--- config.mk ---
export PLATFORM = sky130hd
export DESIGN_NAME = ps2_rx
export DESIGN_NICKNAME = d
export VERILOG_FILES = /design/src/rtl/ps2_rx.sv
export SDC_FILE = /design/constraint.sdc
export NUM_CORES = 1
export LEC_CHECK = 0
export BUFFER_PORTS_ARGS = -buffer_cell sky130_fd_sc_hd__clkbuf_2
export CORE_MARGIN = 2
export CORE_UTILIZATION = 45
export CTS_CLUSTER_SIZE = 12
export DETAILED_ROUTE_END_ITERATION = 12
export GPL_TIMING_DRIVEN = 0
export PLACE_DENSITY = 0.73
export SLEW_MARGIN = 20
export SYNTH_ARGS = -nofsm -noshare
export SYNTH_HDL_FRONTEND = slang
export SYNTH_SLANG_ARGS = --single-unit
--- constraint.sdc ---
create_clock -name clk_i -period 2 [get_ports clk_i]
set_input_delay 0.1 -clock clk_i [delete_from_list [all_inputs] [get_ports clk_i]]
set_output_delay 0.1 -clock clk_i [all_outputs]
set_load 0.02 [all_outputs]
--- src/rtl/ps2_rx.sv ---
// ps2_rx: PS/2 device-to-host serial receiver.
// Synchronises and glitch-filters the raw PS/2 pins and deserialises 11-bit frames
// (start, 8 data bits LSB first, odd parity, stop). It emits one byte per good frame.
//
// Optional feature macro: PS2_RX_TIMEOUT_EN
//   When defined, a frame is abandoned if TIMEOUT_CYCLES clk cycles pass between filtered
//   falling edges. When undefined, no counter is built and TIMEOUT_CYCLES is only range-checked.
//
// Ports:
//   clk_i       system clock
//   rst_ni      asynchronous active-low reset
//   ps2_clk_i   raw PS/2 clock pin (async, idle high)
//   ps2_data_i  raw PS/2 data pin (async, idle high)
//   data_o      last good received byte, held until the next good frame
//   valid_o     one-cycle pulse: data_o updated
//   error_o     one-cycle pulse: frame discarded (parity/stop/timeout)
//   busy_o      high while a frame is in progress
module ps2_rx #(
  parameter int unsigned SYNC_STAGES    = 2,
  parameter int unsigned FILTER_LEN     = 8,
  parameter int unsigned TIMEOUT_CYCLES = 50000
) (
  input  logic       clk_i,
  input  logic       rst_ni,
  input  logic       ps2_clk_i,
  input  logic       ps2_data_i,
  output logic [7:0] data_o,
  output logic       valid_o,
  output logic       error_o,
  output logic       busy_o
);

  localparam int unsigned FCW = (FILTER_LEN < 2) ? 1 : $clog2(FILTER_LEN);

  typedef logic [7:0] byte_t;

  typedef enum logic [1:0] {
    IDLE   = 2'd0,
    DATA   = 2'd1,
    PARITY = 2'd2,
    STOP   = 2'd3
  } state_t;

  // Parameter range checks at elaboration.
  if (SYNC_STAGES < 2 || FILTER_LEN < 1 || TIMEOUT_CYCLES < 2) begin : g_bad_param
    $error("ps2_rx: SYNC_STAGES>=2, FILTER_LEN>=1 and TIMEOUT_CYCLES>=2 are required");
  end

  // Pin synchronisers; both reset to the idle-high level.
  logic [SYNC_STAGES-1:0] clk_sync;
  logic [SYNC_STAGES-1:0] data_sync;
  logic                   clk_s;
  logic                   data_s;

  always_ff @(posedge clk_i or negedge rst_ni) begin
    if (!rst_ni) begin
      clk_sync  <= '1;
      data_sync <= '1;
    end else begin
      clk_sync  <= {clk_sync[SYNC_STAGES-2:0], ps2_clk_i};
      data_sync <= {data_sync[SYNC_STAGES-2:0], ps2_data_i};
    end
  end

  assign clk_s  = clk_sync[SYNC_STAGES-1];
  assign data_s = data_sync[SYNC_STAGES-1];

  // Glitch filter: flip only after FILTER_LEN consecutive samples that disagree.
  logic           filt;
  logic           filt_q;
  logic [FCW-1:0] filt_cnt;
  logic           fall_c;

  always_ff @(posedge clk_i or negedge rst_ni) begin
    if (!rst_ni) begin
      filt     <= 1'b1;
      filt_q   <= 1'b1;
      filt_cnt <= '0;
    end else begin
      filt_q <= filt;
      if (clk_s == filt) begin
        filt_cnt <= '0;
      end else if (filt_cnt == FCW'(FILTER_LEN - 1)) begin
        filt     <= clk_s;
        filt_cnt <= '0;
      end else begin
        filt_cnt <= filt_cnt + FCW'(1);
      end
    end
  end

  assign fall_c = filt_q & ~filt;

  // Frame FSM state and registered outputs.
  state_t     state;
  state_t     state_d;
  byte_t      shift;
  byte_t      shift_d;
  logic [2:0] bit_cnt;
  logic [2:0] bit_cnt_d;
  logic       par_ok;
  logic       par_ok_d;
  byte_t      data_d;
  logic       valid_d;
  logic       error_d;
  logic       timeout_c;

`ifdef PS2_RX_TIMEOUT_EN
  localparam int unsigned TOW = $clog2(TIMEOUT_CYCLES);

  logic [TOW-1:0] to_cnt;

  // Inter-edge watchdog, idle outside a frame; a fall in the expiry cycle takes priority.
  assign timeout_c = (state != IDLE) && !fall_c && (to_cnt == TOW'(TIMEOUT_CYCLES - 1));

  always_ff @(posedge clk_i or negedge rst_ni) begin
    if (!rst_ni) begin
      to_cnt <= '0;
    end else if (fall_c || state == IDLE || timeout_c) begin
      to_cnt <= '0;
    end else begin
      to_cnt <= to_cnt + TOW'(1);
    end
  end
`else
  assign timeout_c = 1'b0;
`endif

  always_ff @(posedge clk_i or negedge rst_ni) begin
    if (!rst_ni) begin
      state   <= IDLE;
      shift   <= '0;
      bit_cnt <= '0;
      par_ok  <= 1'b0;
      data_o  <= 8'h00;
      valid_o <= 1'b0;
      error_o <= 1'b0;
      busy_o  <= 1'b0;
    end else begin
      state   <= state_d;
      shift   <= shift_d;
      bit_cnt <= bit_cnt_d;
      par_ok  <= par_ok_d;
      data_o  <= data_d;
      valid_o <= valid_d;
      error_o <= error_d;
      busy_o  <= (state_d != IDLE);
    end
  end

  // Next-state: advances on a filtered falling edge, or aborts on timeout.
  always_comb begin
    state_d   = state;
    shift_d   = shift;
    bit_cnt_d = bit_cnt;
    par_ok_d  = par_ok;
    data_d    = data_o;
    valid_d   = 1'b0;
    error_d   = 1'b0;

    if (fall_c) begin
      unique case (state)
        IDLE: begin
          // A high data bit here is a spurious edge, not a start bit.
          if (!data_s) begin
            state_d   = DATA;
            bit_cnt_d = 3'd0;
          end
        end
        DATA: begin
          shift_d   = {data_s, shift[7:1]};
          bit_cnt_d = bit_cnt + 3'd1;
          if (bit_cnt == 3'd7) begin
            state_d = PARITY;
          end
        end
        PARITY: begin
          par_ok_d = ^{shift, data_s};
          state_d  = STOP;
        end
        STOP: begin
          if (data_s && par_ok) begin
            data_d  = shift;
            valid_d = 1'b1;
          end else begin
            error_d = 1'b1;
          end
          state_d = IDLE;
        end
        default: state_d = IDLE;
      endcase
    end else if (timeout_c) begin
      state_d   = IDLE;
      bit_cnt_d = 3'd0;
      error_d   = 1'b1;
    end
  end

endmodule

==> results.txt, run 1 <==
Top Layer Used - met4
Max-Cap Viols - 0
clock group share of total power - 0.225
routed len/inst - 13.0 µm
Post-CTS Setup Bufs - 0
Synth Cell Area - 1380 µm²
Setup Skew - 14.1 ps
vias in the first global route - 715
DR WL met2 - 1.01 mm
share of the synthesized area in the top cell type - 0.507
Pins Over Slew Limit - 0
switching share of power - 0.276
max_slew headroom - 0.465
top post-synthesis cells by area - dfrtp_1 51%, mux2_2 15%, dfstp_2 11%
Setup TNS - 0 ps
Worst Setup Start Kind - flop
# fillers - 257
WL final - 1.98 mm
Worst Hold Launch - clk_sync[0]
Die ar. - 3530 µm²
CTS tree - yes
final period utilization - 0.829
Routed Antenna Nets - 0
post-synthesis cell count - 94
setup slack, reg-to-reg - 340 ps
Detail Placement HPWL - 1.37 mm
worst-margin pin slew - 802 ps
Max Clk Rate - 0.603 GHz
Die H - 59.4 µm
share of total power in combinational logic - 0.214
share of layout cells above drive strength 1 - 0.403
I/O pin count - 15
CTS sink cnt - 34
layout overhead on the synthesized area - 13.8%
Non-Filler Instances - 152
Worst-Skew Late Latency - 330 ps
Flop pwr share - 0.562
Power Density - 966 nW/µm²
Leakage - 0.800 nW
worst hold path type - flop to flop
final hold vios - 0
worst slack, placed - 309 ps
Die Wd - 59.4 µm
Mapped Nets - 102
Port Buf Inserts - 14
Worst-path clk slew - 80 ps
post-synth cell types - 23
status - completed
Switch Pwr - 0.420 mW
initial antenna violation count - 0
FP Rows - 20
vias - 768
CTS max path bufs - 2
Tot GR Track Use - 0.138
core outline area - 2980 µm²
internal power - 1.10 mW
sequential-to-total area share from yosys stat - 0.621
Finish-stage setup viols - 0
yosys warns - 0
Peak VDD IR - 534 µV
Worst Path Max Fanout - 10
worst r2r src - filt_q
Reg2Reg Depth - 5
vias per cell - 5.05
CTS Buf Count - 5
H-tree depth reported by CTS - 2
M1 WL - 828 µm
DR DRC count - 0
gp weighted congestion - 0.789
Cells after DPL - 141
Final WS setup - 341 ps
RSZ-0062 raised after global routing - no
CTS root buf - clkbuf_4
pin count of the biggest net entering global routing - 35
final net count - 126
Hold Path Depth - 0
CP required - 2210 ps
Yosys top cell by area - dfrtp_1
Inserted Diodes - 0
Setup crit end kind - flop
FF-to-FF End - shift[0]
grt ovf - 0
Worst EP arrival - 1870 ps
Initial Util - 0.464
min Tclk post-route - 1660 ps
multi-input combinational cell area - 493 µm²
register area - 858 µm²
initial DRC count - 9
Post-Syn Area per Cell - 14.7 µm²
Setup Crit Path Kind - flop to flop
first-pass GRT wire length - 3.33 mm
Routed met3 length - 91 µm
first drt pass iteration count - 4
Hold Crit Endpoint - clk_sync[1]
count of state elements after synthesis - 34
-- per-stage QoR --
step	power, mW	util	cell area (µm²)	hold WS, ps
2_1_floorplan	1.11	-	1380	-196
3_3_place_gp	1.17	0.502	1490	187
3_5_place_dp	1.19	0.502	1490	191
4_1_cts	1.55	0.528	1570	364
5_1_grt	1.62	0.528	1570	368
6_report	1.52	0.528	1570	362
-- cell usage in the layout, fill, tap and decap left out --
cell and instances:
dfrtp_1 28, mux2_2 19, clkbuf_2 14, xnor2_1 7, dfstp_2 6, nor2_1 5
clkbuf_4 5, ha_1 4, o21ai_0 3, nand2_1 3, clkbuf_1 3, dlygate4sd3_1 3
inv_1 2, nor3b_1 2, nor3_1 2, a22o_1 2, nand2b_1 1, buf_6 1
buf_2 1, o31ai_1 1, mux2i_1 1, a21oi_1 1, nor2b_1 1, and3_1 1
nor3_4 1, buf_4 1, xnor3_1 1
-- area by class of cell --
class,count,share of cell area
clock buffers,8,0.0310
inverters,2,0.00477
well taps,33,0.0263
multi-input cells,55,0.313
plain buffers,3,0.0151
repair buffers,17,0.0636
flip-flops and latches,34,0.546
-- what timing repair did --
action	in CTS	in global routing
gates resized for setup	0	0
endpoints found under the hold margin	30	0
hold buffers	3	0
-- metal layers --
layer,track usage,up-vias
li1,-,372
met2,0.210,13
met4,0.0779,0
met3,0.0655,5
met5,0,-
met1,0.157,378
-- Yosys cell counts, drive strengths merged --
master  count
dfrtp      28
mux2       19
xnor2       7
dfstp       6
nor2        5
ha          4
buf         3
nand2       3
nor3        3
o21ai       3
a22o        2
inv         2
nor3b       2
a21oi       1
and3        1
mux2i       1
nand2b      1
nor2b       1
o31ai       1
xnor3       1
-- sequential cells by signal (all words and copies together) (netlist names), 2 cells and up --
register   cells
filt_cnt       3
data_o         8
data_sync      2
bit_cnt        3
shift          8
state          2
clk_sync       2
-- power groups by stage --
stage / clock (mW) / sequential [mW] / combinational, mW
finish: 0.341 / 0.854 / 0.325
global route: 0.392 / 0.867 / 0.360
CTS: 0.365 / 0.855 / 0.331
detailed placement: 0 / 0.869 / 0.325
global placement: 0 / 0.862 / 0.307
floorplan: 0 / 0.866 / 0.245
-- worst max-delay path: stages (launching register included) --
cell and delay (ps):
dfstp_2 520, nand2b_1 60, buf_6 140, nor3_1 240
buf_4 250, mux2_2 340
-- cells by family (layout without fill, tap and decap cells) --
logic type | after synthesis | after routing | synth area share
AO/OA/AOI/OAI | 7 | 7 | 0.0326
XOR/XNOR | 8 | 8 | 0.0606
adder cells (fa/ha/maj) | 4 | 4 | 0.0362
buffers and inverters | 5 | 30 | 0.0226
flip-flops | 34 | 34 | 0.621
multiplexers | 20 | 20 | 0.162
AND/OR/NAND/NOR | 16 | 16 | 0.0652
-- how the worst max path moves through the flow --
stage / startpoint / endpoint / slack [ps] / depth (start not counted)
floorplan: filt_q / shift[0] / 480 / 5
global placement: filt_q / data_o[4] / 350 / 4
detailed placement: filt_q / data_o[0] / 310 / 4
CTS: filt_q / data_o[5] / 300 / 4
global route: filt_q / shift[2] / 260 / 5
finish: filt_q / shift[0] / 340 / 5
Note: power is estimated with default switching activity, not from simulation.
==> run 2: changes to the inputs <==
--- a/config.mk
+++ b/config.mk
@@ -11,7 +11,7 @@
 export CTS_CLUSTER_SIZE = 12
 export DETAILED_ROUTE_END_ITERATION = 12
 export GPL_TIMING_DRIVEN = 0
-export PLACE_DENSITY = 0.73
+export PLACE_DENSITY = 0.75
 export SLEW_MARGIN = 20
 export SYNTH_ARGS = -nofsm -noshare
 export SYNTH_HDL_FRONTEND = slang
==> constraint.sdc (replaced) <==
create_clock -name clk_i -period 1.3 [get_ports clk_i]
set_input_delay 0.065 -clock clk_i [delete_from_list [all_inputs] [get_ports clk_i]]
set_output_delay 0.065 -clock clk_i [all_outputs]
set_load 0.02 [all_outputs]
==> run 2 against run 1 <==
  * The flow now finishes with violations (negative setup slack)
  * Final cell count up 9.2%
  * Via count up 10%
  * Setup slack worse by 540 ps
  * First-iteration DRC count down 22%
  * Critical path type unchanged
==> results.txt, run 2 (synthesized netlist as in run 1, its figures left out) <==
worst hold path type - primary input to async pin
internal power - 1.86 mW (+69%)
Die ar. - 3530 µm² (unchanged)
Port Buf Inserts - 14 (unchanged)
H-tree depth reported by CTS - 2 (unchanged)
clock group share of total power - 0.223 (-0.002)
final period utilization - 1.16 (+0.326)
I/O pin count - 15 (unchanged)
pin count of the biggest net entering global routing - 35 (unchanged)
routed len/inst - 13.9 µm (+6.4%)
CTS root buf - clkbuf_4
Setup TNS - -2870 ps (-2870 ps)
layout overhead on the synthesized area - 31.2%
vias in the first global route - 849 (+19%)
Hold WS - 349 ps (-13.8 ps)
Finish-stage setup viols - 20 (+20)
Peak VDD IR - 720 µV (+35%)
Routed Antenna Nets - 0 (unchanged)
share of total power in combinational logic - 0.272 (+0.058)
Max-Cap Viols - 0 (unchanged)
post-layout utilization of the core - 0.609 (+0.0811)
Regs by FF count - data_o x8, shift x8
Pwr Total - 2.62 mW (+72%)
Final Instance Area - 1810 µm² (+15%)
FP Rows - 20 (unchanged)
Initial Util - 0.464 (unchanged)
switching share of power - 0.289 (+0.0126)
final hold vios - 0 (unchanged)
Max Clk Rate - 0.666 GHz (+10%)
Worst Setup Start Kind - flop
Flop pwr share - 0.504 (-0.058)
CTS max path bufs - 2 (unchanged)
CTS tree - yes
Detail Placement HPWL - 1.33 mm (-2.9%)
core outline area - 2980 µm² (unchanged)
Worst-path clk slew - 100 ps (+20 ps)
leading cell type in the layout, fill and taps excluded - dfrtp_1
CTS sink cnt - 34 (unchanged)
Die Wd - 59.4 µm (unchanged)
DR DRC count - 0 (unchanged)
min Tclk post-route - 1500 ps (-157 ps)
initial antenna violation count - 0 (unchanged)
Die H - 59.4 µm (unchanged)
CP required - 1520 ps (-690 ps)
vias - 847 (+10%)
Leakage - 0.908 nW (+14%)
RSZ-0062 raised after global routing - yes
final net count - 140 (+11%)
grt ovf - 0 (unchanged)
Setup crit end kind - flop
Switch Pwr - 0.756 mW (+80%)
WL final - 2.30 mm (+16%)
Pins Over Slew Limit - 0 (unchanged)
failing checks - negative setup slack
Final WS setup - -202 ps (-543 ps)
Worst Path Max Fanout - 3 (-7)
register area - 858 µm² (unchanged)
max_slew headroom - 0.466 (+0.00134)
Non-Filler Instances - 166 (+9.2%)
first-pass GRT wire length - 3.83 mm (+15%)
vias per cell - 5.10 (+0.99%)
Setup Crit Path Kind - flop to flop
Power Density - 1440 nW/µm² (+49%)
placed cell area - 1500 µm² (+0.34%)
Tot GR Track Use - 0.152 (+0.0139)
CTS Buf Count - 5 (unchanged)
share of layout cells above drive strength 1 - 0.541 (+0.138)
Cells after DPL - 141 (unchanged)
Setup Skew - 14.6 ps (+0.537 ps)
# fillers - 230 (-11%)
status - complete, but fails checks
Worst-Skew Late Latency - 330 ps (about the same)
worst slack, placed - -299 ps (-608 ps)
commonest non-fill, non-tap cells in the layout - 28 x dfrtp_1, 17 x mux2_4, 14 x clkbuf_2, 13 x buf_4, 7 x xnor2_1
Inserted Diodes - 0 (unchanged)
Worst EP arrival - 1720 ps (-150 ps)
gp weighted congestion - 0.782 (-0.89%)
first drt pass iteration count - 2 (-2)
initial DRC count - 7 (-2)
worst-margin pin slew - 800 ps (-2.01 ps)
multi-input combinational cell area - 596 µm² (+21%)
run 2: changes by cell type in the layout (fill, tap and decap cells not counted), sizes merged:
cell / before / now
clkinv: 0 / 1
buf: 3 / 17
clkbuf: 22 / 21
run 2: timing repair:
item                                    CTS  global route
hold buffers                              3             0
endpoints found under the setup margin   20            24
gates cloned                              1             0
pin swaps                                 5             5
hold endpoints to repair                 30             0
setup buffers                            10             4
gates resized for setup                  26             7
run 2: worst paths after layout:
check	start	to	slack [ps]	cells after the start
setup / recovery	shift[4]	par_ok	-200	4
hold / removal	rst_ni	data_o[0]	350	2
setup reg to reg	shift[4]	par_ok	-200	4
hold reg to reg	clk_sync[0]	clk_sync[1]	360	0
max in group asynchronous	rst_ni	data_o[6]	430	2
min in group clk_i	clk_sync[0]	clk_sync[1]	360	0
run 2: routing by layer:
layer / up-vias / global-route usage / wire [µm]
li1: 403 / - / -
met1: 422 / 0.191 / 1070
met2: 14 / 0.231 / 1100
met3: 8 / 0.0459 / 85
met4: 0 / 0.0877 / 54
met5: - / 0 / 0
run 2: power by group through the flow:
stage	combinational (mW)	sequential, mW	clock, mW
6_report	0.712	1.32	0.585
3_5_place_dp	0.510	1.34	0
5_1_grt	0.780	1.34	0.653
3_3_place_gp	0.478	1.33	0
4_1_cts	0.737	1.31	0.602
2_1_floorplan	0.383	1.33	0
run 2: area by class of cell:
type,instances,area share
clock inverters,1,0.00276
well taps,33,0.0228
clock buffers,7,0.0303
multi-input cells,55,0.328
plain buffers,2,0.0103
flip-flops and latches,34,0.473
repair buffers,32,0.128
inverters,2,0.00414
run 2: critical path, stage by stage, from the launching register on:
cell and delay, ps:
dfrtp_1 420, xnor2_1 170, xnor3_1 420, xnor2_1 140, mux2_4 260
